`config.mk`:
```
export PLATFORM = sky130hd
export DESIGN_NAME = gpia_port_in
export DESIGN_NICKNAME = d
export VERILOG_FILES = /design/src/rtl/gpia_pkg.sv /design/src/rtl/gpia_sync.sv /design/src/rtl/gpia_port_in.sv
export SDC_FILE = /design/constraint.sdc
export NUM_CORES = 1
export LEC_CHECK = 0
export CORE_MARGIN = 4
export CORE_UTILIZATION = 47
export DETAILED_ROUTE_END_ITERATION = 8
export PLACE_DENSITY_LB_ADDON = 0.08
export SKIP_CTS_REPAIR_TIMING = 1
export SYNTH_ARGS = -nofsm -noshare
export SYNTH_HDL_FRONTEND = slang
export SYNTH_SLANG_ARGS = --single-unit
```
`constraint.sdc`:
```
create_clock -name clk_i -period 4.2 [get_ports clk_i]
set_clock_uncertainty 0.15 [all_clocks]
set_input_delay 1.26 -clock clk_i [delete_from_list [all_inputs] [get_ports clk_i]]
set_output_delay 1.26 -clock clk_i [all_outputs]
set_load 0.005 [all_outputs]
```
`src/rtl/gpia_pkg.sv`:
```
// Shared constants for the GPIA input port: register addresses and edge polarity codes.
package gpia_pkg;

    localparam logic [1:0] ADR_PORT   = 2'd0;
    localparam logic [1:0] ADR_STATUS = 2'd1;
    localparam logic [1:0] ADR_MASK   = 2'd2;
    localparam logic [1:0] ADR_POL    = 2'd3;

    localparam logic POL_FALL = 1'b0;
    localparam logic POL_RISE = 1'b1;

endpackage

```
`src/rtl/gpia_sync.sv`:
```
// WIDTH x STAGES flop synchroniser for asynchronous pin inputs; q is the last stage.
module gpia_sync #(
    parameter int unsigned WIDTH  = 16,
    parameter int unsigned STAGES = 2
) (
    input  logic             clk,
    input  logic             rst,
    input  logic [WIDTH-1:0] d,
    output logic [WIDTH-1:0] q
);

    logic [WIDTH-1:0] stage [STAGES];

    always_ff @(posedge clk or posedge rst) begin
        if (rst) begin
            for (int unsigned i = 0; i < STAGES; i++) begin
                stage[i] <= '0;
            end
        end else begin
            stage[0] <= d;
            for (int unsigned i = 1; i < STAGES; i++) begin
                stage[i] <= stage[i-1];
            end
        end
    end

    assign q = stage[STAGES-1];

endmodule

```
`src/rtl/gpia_port_in.sv`:
```
// GPIA input port: synchronised pins, per-bit edge capture into W1C status,
// maskable interrupt and a four-register bus interface.
module gpia_port_in
    import gpia_pkg::*;
#(
    parameter int unsigned WIDTH       = 16,
    parameter int unsigned SYNC_STAGES = 2
) (
    input  logic             clk_i,
    input  logic             rst_i,
    input  logic [WIDTH-1:0] inp_i,
    input  logic [WIDTH-1:0] out_i,
    input  logic [WIDTH-1:0] ddr_i,
    input  logic             stb_i,
    input  logic             we_i,
    input  logic [1:0]       adr_i,
    input  logic [WIDTH-1:0] dat_i,
    output logic [WIDTH-1:0] dat_o,
    output logic             ack_o,
    output logic             irq_o
);

    localparam int unsigned    CW      = $clog2(SYNC_STAGES + 2);
    localparam logic [CW-1:0]  ARM_MAX = CW'(SYNC_STAGES + 1);

    logic [WIDTH-1:0] sync_lvl;
    logic [WIDTH-1:0] prev;
    logic [WIDTH-1:0] status;
    logic [WIDTH-1:0] mask;
    logic [WIDTH-1:0] pol;
    logic [WIDTH-1:0] ev;
    logic [WIDTH-1:0] clr;
    logic [WIDTH-1:0] port_rd;
    logic [WIDTH-1:0] rd_data;
    logic [CW-1:0]    arm_cnt;
    logic             armed;
    logic             bus_go;
    logic             wr_en;

    gpia_sync #(
        .WIDTH  (WIDTH),
        .STAGES (SYNC_STAGES)
    ) u_sync (
        .clk (clk_i),
        .rst (rst_i),
        .d   (inp_i),
        .q   (sync_lvl)
    );

    // Edges are ignored until the chain and prev have been refilled after reset.
    assign armed  = (arm_cnt == ARM_MAX);
    assign bus_go = stb_i & ~ack_o;
    assign wr_en  = bus_go & we_i;

    always_comb begin
        ev      = {WIDTH{armed}} & ~ddr_i &
                  ((pol & sync_lvl & ~prev) | (~pol & ~sync_lvl & prev));
        clr     = (wr_en && adr_i == ADR_STATUS) ? dat_i : '0;
        port_rd = (ddr_i & out_i) | (~ddr_i & sync_lvl);
        rd_data = '0;
        case (adr_i)
            ADR_PORT:   rd_data = port_rd;
            ADR_STATUS: rd_data = status;
            ADR_MASK:   rd_data = mask;
            ADR_POL:    rd_data = pol;
            default:    rd_data = '0;
        endcase
    end

    always_ff @(posedge clk_i or posedge rst_i) begin
        if (rst_i) begin
            prev    <= '0;
            status  <= '0;
            mask    <= '0;
            pol     <= '0;
            arm_cnt <= '0;
            dat_o   <= '0;
            ack_o   <= 1'b0;
            irq_o   <= 1'b0;
        end else begin
            prev <= sync_lvl;
            if (!armed) begin
                arm_cnt <= arm_cnt + CW'(1);
            end
            // OR-ing ev after the clear lets a same-cycle edge survive a W1C write.
            status <= (status & ~clr) | ev;
            if (wr_en && adr_i == ADR_MASK) begin
                mask <= dat_i;
            end
            if (wr_en && adr_i == ADR_POL) begin
                pol <= dat_i;
            end
            ack_o <= bus_go;
            if (bus_go) begin
                dat_o <= rd_data;
            end
            irq_o <= |(status & mask);
        end
    end

endmodule

```
After elaboration in Yosys (flattened, before gate mapping):

Index checks and enable logic that the tools add are counted.

* register bits after elaboration: 116
* bits in latches: 0
* RAM bits: 0
* ROM bits: 0
* output and inout bits: 18
* logic and storage cells: 43
* memories kept: 0

* add/subtract/negate cells: 1
* $mul: 0
* divide/modulo/power cells: 0
* $lt $le $gt $ge: 0
* equality and inequality tests: 4
* shift operators: 0
* mux-type cells: 2
* bitwise operators: 21
* reductions and logical operators: 5

Operators by type and width (number)
* bitwise AND 16 bit: 10
* inverter 16 bit: 5
* case mux 16 bit (4 select lines): 1
* bitwise OR 16 bit: 3
* two-way mux 16 bit: 1
* OR reduction 16 bit: 1
* equality test 2 bit, second input constant: 3
* logical AND 1 bit: 3
* adder 2 x 1 -> 2 bit, second input constant: 1
* bitwise AND 1 bit: 2
* equality test 2 x 1 -> 1 bit, second input constant: 1
* logical NOT 2 bit: 1
* inverter 1 bit: 1

Logic depth before layout (Yosys ltp):

Gate-level depths: netlist (run 1).

* depth in word-level cells: 8
* depth in mapped cells: 6
* depth with buffers taken out: 4

Modules after synthesis:

From an unflattened synthesis (run 1), not the netlist that was laid out.

* cell total of the unflattened synthesis: 380
* area total of the unflattened synthesis: 4934.7 um2

By module, submodules not included
* gpia_port_in: times used 1, cells an instance 331, area an instance 4010.1 um2, sequential area each 2102.0 um2
* gpia_sync: times used 1, cells an instance 49, area an instance 924.6 um2, sequential area each 800.8 um2

Worst setup path before layout (run 1):

No wires, ideal clock.

* path type: input to register
* start point: in adr_i[0]
* end point: reg dat_o[6]
* library setup time: 0.137 ns
* data arrival time: 2.278 ns
* data required time: 3.913 ns
* slack: 1.635 ns
* cell stages on the path: 5
* buffers on the path: 2
* cell sequence: buf_2 -> buf_4 -> mux2_2 -> a222oi_1 -> a21oi_1

* word-level cells in the longest chain between the ends: 2

RTL lines
* from (decl): RTL line gpia_port_in.sv:16 `input logic [1:0] adr_i,`
* equality test 2 bit (tied with other cells): RTL line gpia_port_in.sv:61 `case (adr_i)`
* case mux 16 bit (4 select lines) *: RTL line gpia_port_in.sv:61
* to (signal assigned): RTL line gpia_port_in.sv:95 `dat_o <= rd_data;`
* to (decl): RTL line gpia_port_in.sv:18 `output logic [WIDTH-1:0] dat_o,`

Every way passes the cells marked *; elsewhere a longest branch is shown, timed or not.
A chain may end at the register's enable or synchronous reset.

Final worst setup path (run 1):

* start point: in adr_i[0]
* end point: reg mask[10]

* word-level cells in the longest chain between the ends: 2

RTL lines
* equality test 2 bit: RTL line gpia_port_in.sv:87 `if (wr_en && adr_i == ADR_MASK) begin`
* logical AND 1 bit: RTL line gpia_port_in.sv:87
* to (signal assigned): RTL line gpia_port_in.sv:88 `mask <= dat_i;`
* to (decl): RTL line gpia_port_in.sv:29 `logic [WIDTH-1:0] mask;`

No other way between the ends.

==> results.cfg, run 1 <==
[synthesis]
synth.yosys.seq_area_share = 0.604
synth_top_cells_by_area = sky130_fd_sc_hd__dfrtp_1 60%, sky130_fd_sc_hd__mux2_2 11%, sky130_fd_sc_hd__a32o_1 3.3%
syn_inst = 363
synthDominantCellAreaShare = 0.604
postSynthAreaPerCell_um2 = 13.2
yosysUniqueCellTypes = 27
post_synth_top_area_cell = sky130_fd_sc_hd__dfrtp_1
postSynthNetCount = 434
ys.warnings.count = 0
synth_area_um2 = 4810
yosys_register_bits = 116

[drt]
routed_wire_length_um = 11100
wl_per_cell_um = 18.2
antenna_left = 0
avgViaCountPerCell = 5.47
vias = 3319
dr.first_iter.drc_count = 181
drcViolationCount = 0
drt_pre_antenna_iters = 5

[placed_design]
placement.io_buffers = 87
detailed_place_hpwl_um = 7590
globalplace.congestion = 0.763

[clock_tree]
number_of_buffers_created_by_cts = 17
clock-sinks = 116
clk_pin_slew_worst_paths_ps = 60
clock_tree_from_tritoncts = built
clk-insertion-delay-late_ps = 510
cts_max_level = 4
clockBufferDepth = 2
clk_root_buf = sky130_fd_sc_hd__clkbuf_8

[worst_setup_path]
cp_data_arrival_time_ps = 3130
critical_path.endpoint_type = flip-flop
cp_data_required_time_ps = 4440
flop_to_flop_setup_slack_ps = 2180
timing_worst_setup_path_type = in -> reg
setup.worst_path.start_class = input pin
crit_fanout = 10

[finish]
final_layout_size_suffix_gt1_frac = 0.207
flow.area_growth_from_synthesis_pct = 34.4
filler_cells = 733
antenna_cells = 0
register_area_um2 = 2900
multi_input_area_um2 = 1730
nets = 532

[sta]
finalSetupViolCount = 0
timing.final.max_slew_violations = 0
clock.fmax_mhz = 346
slew_headroom = 0.401
period_share = 0.688
worst_pin_slew_ps = 899
grt_setup_unrepaired = no
timing.final.crit_period_ps = 2890
hold_violations = 0
finalSetupTns_ps = 0

[flow_run]
drv.max_cap_violation_count = 0

[min_path]
path_category_of_the_worst_min_delay_check = reg -> reg

[grt]
antenna_found_initial = 0
pin_count_of_the_biggest_net_entering_global_routing = 59
vias_in_the_first_global_route = 3543
grt_first_pass_wirelength_um = 17700
grt_total_usage = 0.200
global_route.overflow_total = 0

[die]
fp.dieH_um = 109
die_area_um2 = 11900
boundaryPins = 88
placementRows = 36
start_util = 0.487
fp.coreArea_um2 = 9860
die_width_um = 109

[power]
power.density_nw_per_um2 = 532
p_total_w = 0.00344
power_leakage_nw = 2.74
vdd.ir_drop.worst_mv = 0.284

[status]
outcome = complete, no violations
-- cell families after synthesis --
| group | after synthesis | synth area share |
|---|---|---|
| AND/OR/NAND/NOR | 67 | 0.0703 |
| XOR/XNOR | 1 | 0.00182 |
| buffers and inverters | 36 | 0.0375 |
| multiplexers | 65 | 0.157 |
| flip-flops | 116 | 0.604 |
| AO/OA/AOI/OAI | 77 | 0.126 |
| adder cells (fa/ha/maj) | 1 | 0.00260 |
-- layout make-up --
| class | instances | area share |
|---|---|---|
| flip-flops and latches | 116 | 0.449 |
| clock buffers | 24 | 0.0759 |
| well taps | 133 | 0.0258 |
| inverters | 18 | 0.0110 |
| multi-input cells | 211 | 0.267 |
| clock inverters | 8 | 0.0225 |
| repair buffers | 97 | 0.148 |
-- metal layers --
metal / vias up / GRT usage / wire length [µm]
met5: - / 0 / 0
met4: 0 / 0.0875 / 139
met3: 14 / 0.0521 / 640
met2: 106 / 0.317 / 5420
met1: 1654 / 0.260 / 4870
li1: 1545 / - / -
-- final timing paths --
path,start,cells past startpoint,end
worst max-delay path,adr_i[0],4,mask[10]$_DFFE_PP0P_
worst min-delay path,u_sync.stage[23]$_DFF_PP0_,0,u_sync.q[7]$_DFF_PP0_
worst max register to register,ack_o$_DFF_PP0_,4,mask[10]$_DFFE_PP0P_
worst min register to register,u_sync.stage[23]$_DFF_PP0_,0,u_sync.q[7]$_DFF_PP0_
max in group asynchronous,rst_i,3,u_sync.q[4]$_DFF_PP0_
min in group asynchronous,rst_i,2,dat_o[11]$_DFFE_PP0N_
-- per-stage QoR --
| stage | util | hold slack [ps] | setup slack, ps | std cells | area, µm² |
|---|---|---|---|---|---|
| CTS | 0.655 | 199 | 1330 | 607 | 6460 |
| floorplan | - | 181 | 1380 | 363 | 4810 |
| global placement | 0.591 | 182 | 766 | 575 | 5830 |
| detailed placement | 0.591 | 185 | 797 | 575 | 5830 |
| global route | 0.655 | 206 | 1240 | 607 | 6460 |
| finish | 0.655 | 197 | 1310 | 607 | 6460 |
-- placed cells by master (no fill, tap or decap), drive strengths merged, types with 12 or more instances in the layout --
cell and n:
a32o 16, nand2b 18, clkdlybuf4s50 87, nand2 16
inv 17, a21oi 16, nor2 12, clkbuf 24
o22ai 16, dfrtp 116, mux2 55, nand3 17
-- sequential cells by signal, indices dropped and copies added (netlist names) --
signal	flops
dat_o	16
mask	16
irq_o	1
prev	16
status	16
arm_cnt	2
u_sync.stage	16
ack_o	1
pol	16
u_sync.q	16
-- critical path: stages --
cell	delay, ps
sky130_fd_sc_hd__clkdlybuf4s50_1	610
sky130_fd_sc_hd__and3b_1	590
sky130_fd_sc_hd__buf_4	310
sky130_fd_sc_hd__mux2_2	360
-- cells in the mapped netlist (all sizes together) --
master and instances:
a21oi 16, a221oi 4, a222oi 11, a22o 9, a2bb2oi 5, a32o 16, and3b 2, buf 10
clkbuf 8, dfrtp 116, ha 1, inv 18, mux2 55, mux2i 10, nand2 16, nand2b 18
nand3 17, nand4 1, nor2 12, nor2b 1, o22ai 16, xnor2 1
-- where the power goes --
group / switching, W / total (W) / internal, W
combinational: 0.000185 / 0.000510 / 0.000326
clock: 0.000479 / 0.00152 / 0.00104
sequential: 0.000130 / 0.00141 / 0.00128
Power figures use the tool's default switching activity.
==> inputs of run 2 (changes only) <==
- clock period: 4.2 -> 2.5 ns (I/O delays scaled with it)
==> run 2 against run 1 <==
  * Non-clock buffer count is 13 higher
  * Worst hold slack got worse by 4.7 ps
  * Sequential power rose by 68%
  * Power up 57%
  * Final area rose by 0.33%
  * Critical endpoint is now dat_o[12]
  * Largest power group is now registers
  * First-iteration DRC count is 14% higher
  * Critical path type is now reg -> out
  * Via count up 0.48%
  * Critical path depth fell by 3
==> results.cfg, run 2 (synthesis results as in run 1) <==
[finish]
flow.area_growth_from_synthesis_pct = 34.9
most_common_cell_after_layout_fill_and_taps_aside = sky130_fd_sc_hd__dfrtp_1
final_cell_count_no_fill = 617
antenna_cells = 0
final_layout_size_suffix_gt1_frac = 0.221
nets = 545
mostFrequentLayoutCells = 116 x sky130_fd_sc_hd__dfrtp_1, 87 x sky130_fd_sc_hd__clkdlybuf4s50_1, 45 x sky130_fd_sc_hd__mux2_2
postLayoutCoreUtil = 0.657

[worst_setup_path]
flop_to_flop_setup_slack_ps = 780
critical_path.slowest_cell = sky130_fd_sc_hd__clkdlybuf4s50_1
setup.worst_path.start_class = flip-flop
path_delay_family = buffers and inverters
slowest_delay_ps = 520
cp_data_required_time_ps = 1600
cp_cell_sequence = clkdlybuf4s50_1
worst-path-buf-inv = 1
critical_path.endpoint_type = primary output
cp_data_arrival_time_ps = 1420
crit_fanout = 2
timing_worst_setup_path_type = reg -> out

[sta]
finalSetupViolCount = 0
timing.final.crit_period_ps = 2320
hold_ws_ps = 192
clock.fmax_mhz = 432
period_share = 0.926
timing.final.max_slew_violations = 0
final.setup.worst_slack_ps = 184
hold_violations = 0
grt_setup_unrepaired = no
finalSetupTns_ps = 0
slew_headroom = 0.580
worst_pin_slew_ps = 630

[drt]
avgViaCountPerCell = 5.41
drcViolationCount = 0
dr.first_iter.drc_count = 206
routed_wire_length_um = 11300
wl_per_cell_um = 18.2
drt_pre_antenna_iters = 4
antenna_left = 0
vias = 3335

[clock_tree]
clock-sinks = 116
clk-insertion-delay-late_ps = 520
clk_pin_slew_worst_paths_ps = 50
number_of_buffers_created_by_cts = 17
clk_root_buf = sky130_fd_sc_hd__clkbuf_8
clockBufferDepth = 2
clock_tree_from_tritoncts = built
cts_max_level = 4

[die]
fp.coreArea_um2 = 9860
boundaryPins = 88
start_util = 0.487
die_area_um2 = 11900
placementRows = 36
fp.dieH_um = 109
die_width_um = 109

[power]
power.density_nw_per_um2 = 831
power_leakage_nw = 2.77
vdd.ir_drop.worst_mv = 0.616

[placed_design]
detailed_place_hpwl_um = 7790
placedCellCount = 588
placement.setup.worst_slack_ps = -49.0
placement.io_buffers = 87
globalplace.congestion = 0.792

[grt]
vias_in_the_first_global_route = 3506
grt_total_usage = 0.204
grt_first_pass_wirelength_um = 18100
global_route.overflow_total = 0
antenna_found_initial = 0
pin_count_of_the_biggest_net_entering_global_routing = 61

[min_path]
path_category_of_the_worst_min_delay_check = reg -> reg

[status]
outcome = complete, no violations

[flow_run]
drv.max_cap_violation_count = 0
run 2: cell types whose count changed in the layout (fill, tap and decap cells not counted):
cell	change
sky130_fd_sc_hd__clkbuf_8	-2
sky130_fd_sc_hd__clkbuf_1	+1
sky130_fd_sc_hd__buf_12	+3
sky130_fd_sc_hd__clkinv_2	+3
sky130_fd_sc_hd__clkinvlp_4	-2
sky130_fd_sc_hd__bufinv_16	-3
sky130_fd_sc_hd__buf_4	+10
run 2: area by class of cell:
| cell class | count | area (µm²) |
|---|---|---|
| multi-input cells | 211 | 1730 |
| fillers | 731 | 3380 |
| well taps | 133 | 166 |
| flip-flops and latches | 116 | 2900 |
| clock buffers | 23 | 467 |
| clock inverters | 6 | 55.1 |
| inverters | 18 | 71.3 |
| repair buffers | 110 | 1090 |
run 2: path summary, 6_finish.rpt:
kind | start | endpoint | cells past startpoint
setup reg to reg | ack_o$_DFF_PP0_ | mask[12]$_DFFE_PP0P_ | 4
hold / removal | u_sync.stage[29]$_DFF_PP0_ | u_sync.q[13]$_DFF_PP0_ | 0
min in group asynchronous | rst_i | u_sync.stage[26]$_DFF_PP0_ | 3
hold reg to reg | u_sync.stage[29]$_DFF_PP0_ | u_sync.q[13]$_DFF_PP0_ | 0
max in group asynchronous | rst_i | mask[6]$_DFFE_PP0P_ | 3
setup / recovery | dat_o[12]$_DFFE_PP0N_ | dat_o[12] | 1
run 2: stage by stage:
stage,power (W),area (µm²)
CTS,0.00544,6480
floorplan,0.00286,4810
global route,0.00563,6480
global placement,0.00325,5960
detailed placement,0.00328,5960
finish,0.00539,6480
run 2: metal layers:
layer / share of wire / global-route usage / vias up
li1: - / - / 1574
met1: 0.45 / 0.271 / 1660
met2: 0.49 / 0.325 / 94
met3: 0.054 / 0.0634 / 7
met4: 0.0074 / 0.0577 / 0
met5: 0 / 0 / -
run 2: power by group:
part           switching, W  total [W]  internal, W
logic              0.000311   0.000875     0.000565
clock network      0.000772    0.00214      0.00137
registers          0.000224    0.00237      0.00215
run 2: worst reg2reg max path, delay by kind of cell, from the launching register on:
family                 cells  cell delay [ps]
and+or+nand+nor            2              550
DFF                        1              370
buffers and inverters      1              180
muxes                      1              350
==> inputs of run 3 (changes only) <==
- CORE_UTILIZATION: 47 -> 45
==> run 3 against run 2 <==
  * Power increased by 1.3%
  * Setup slack better by 13 ps
  * Register-to-register slack is essentially flat
  * Non-clock buffer count decreased by 1
  * Die area up 4.1%
  * Global-route usage fell by 1.6 points
  * Sequential share of layout area fell by 0.16 points
  * Sequential cell count unchanged
  * Via count increased by 1.7%
  * Fmax is 0.58% higher
==> results.cfg, run 3 (synthesis results as in run 1) <==
[worst_setup_path]
critical_path.reg2reg.startpoint = ack_o$_DFF_PP0_
crit_fanout = 2
setup.worst_path.start_class = flip-flop
critical_path.endpoint_type = primary output
cp_data_arrival_time_ps = 1400
flop_to_flop_setup_slack_ps = 780
cp_data_required_time_ps = 1600
worst_r2r_endpoint = mask[2]$_DFFE_PP0P_
r2r_cells = 4
slowest_delay_ps = 520
critical_path.slowest_cell = sky130_fd_sc_hd__clkdlybuf4s50_1
cp_num_cells = 1
cp_cell_sequence = clkdlybuf4s50_1
path_delay_family = buffers and inverters
worst-path-buf-inv = 1
timing_worst_setup_path_type = reg -> out

[power]
power_leakage_nw = 2.75
power.density_nw_per_um2 = 839
vdd.ir_drop.worst_mv = 0.587

[grt]
grt_total_usage = 0.188
grt_first_pass_wirelength_um = 18500
pin_count_of_the_biggest_net_entering_global_routing = 62
global_route.overflow_total = 0
antenna_found_initial = 0
vias_in_the_first_global_route = 3531

[drt]
drt_pre_antenna_iters = 7
drcViolationCount = 0
wl_per_cell_um = 18.3
antenna_left = 0
routed_wire_length_um = 11400
vias = 3393
dr.first_iter.drc_count = 218
avgViaCountPerCell = 5.45

[finish]
flow.area_growth_from_synthesis_pct = 35.3
antenna_cells = 0
most_common_cell_after_layout_fill_and_taps_aside = sky130_fd_sc_hd__dfrtp_1
mostFrequentLayoutCells = 116 x sky130_fd_sc_hd__dfrtp_1, 87 x sky130_fd_sc_hd__clkdlybuf4s50_1, 45 x sky130_fd_sc_hd__mux2_2
nets = 544
filler_cells = 849
final_layout_size_suffix_gt1_frac = 0.228

[die]
placementRows = 37
die_area_um2 = 12400
start_util = 0.464
fp.coreArea_um2 = 10400
die_width_um = 111
boundaryPins = 88
fp.dieH_um = 111

[sta]
worst_pin_slew_ps = 509
period_share = 0.921
final.setup.worst_slack_ps = 197
hold_ws_ps = 196
hold_violations = 0
finalSetupViolCount = 0
grt_setup_unrepaired = no
clock.fmax_mhz = 434
finalSetupTns_ps = 0
timing.final.crit_period_ps = 2300
slew_headroom = 0.661
timing.final.max_slew_violations = 0

[placed_design]
placement.io_buffers = 87
detailed_place_hpwl_um = 7740
placement.setup.worst_slack_ps = -51.7
globalplace.congestion = 0.769

[clock_tree]
clock_tree_from_tritoncts = built
number_of_buffers_created_by_cts = 17
clock-sinks = 116
clk-insertion-delay-late_ps = 510
clockBufferDepth = 2
clk_root_buf = sky130_fd_sc_hd__clkbuf_8
cts_max_level = 4
clk_pin_slew_worst_paths_ps = 60

[status]
outcome = complete, no violations

[min_path]
end_point_of_the_worst_hold_path = u_sync.q[13]$_DFF_PP0_
min_from = u_sync.stage[29]$_DFF_PP0_
path_category_of_the_worst_min_delay_check = reg -> reg
hold_depth = 0

[flow_run]
drv.max_cap_violation_count = 0
==> run 3: power by group <==
| part | switching (W) | internal (W) | total [W] |
|---|---|---|---|
| clock network | 0.000887 | 0.00132 | 0.00221 |
| logic | 0.000314 | 0.000563 | 0.000877 |
| registers | 0.000223 | 0.00215 | 0.00237 |
==> run 3: worst max path at each step <==
stage | from | to | slack (ps)
final | dat_o[5]$_DFFE_PP0N_ | dat_o[5] | 200
after CTS | dat_o[5]$_DFFE_PP0N_ | dat_o[5] | 160
after floorplan | rst_i | ack_o$_DFF_PP0_ | 190
after global placement | adr_i[0] | dat_o[0]$_DFFE_PP0N_ | -0.9
after detailed placement | adr_i[0] | dat_o[13]$_DFFE_PP0N_ | -50
after global routing | dat_o[5]$_DFFE_PP0N_ | dat_o[5] | 130
==> run 3: area by class of cell <==
type                       instances  area (µm²)  area share
clock inverter                    14         130      0.0200
sequential                       116        2900       0.446
multi-input combinational        211        1730       0.265
inverter                          18        71.3      0.0110
clock buffer                      18         418      0.0642
timing repair buffer             109        1090       0.167
tap                              136         170      0.0262
==> run 3: through the flow <==
| step | power [W] | cell area, µm² | instances | util |
|---|---|---|---|---|
| 3_5_place_dp | 0.00327 | 5960 | 590 | 0.574 |
| 5_1_grt | 0.00570 | 6500 | 622 | 0.627 |
| 3_3_place_gp | 0.00325 | 5960 | 590 | 0.574 |
| 2_1_floorplan | 0.00286 | 4810 | 363 | - |
| 4_1_cts | 0.00551 | 6500 | 622 | 0.627 |
| 6_report | 0.00546 | 6500 | 622 | 0.627 |
==> run 3: layer usage <==
metal,global-route usage,routed length [µm],vias to the layer above
met3,0.0500,614,11
met5,0,0,-
met1,0.253,5190,1703
met4,0.0616,130,0
li1,-,-,1571
met2,0.300,5420,108
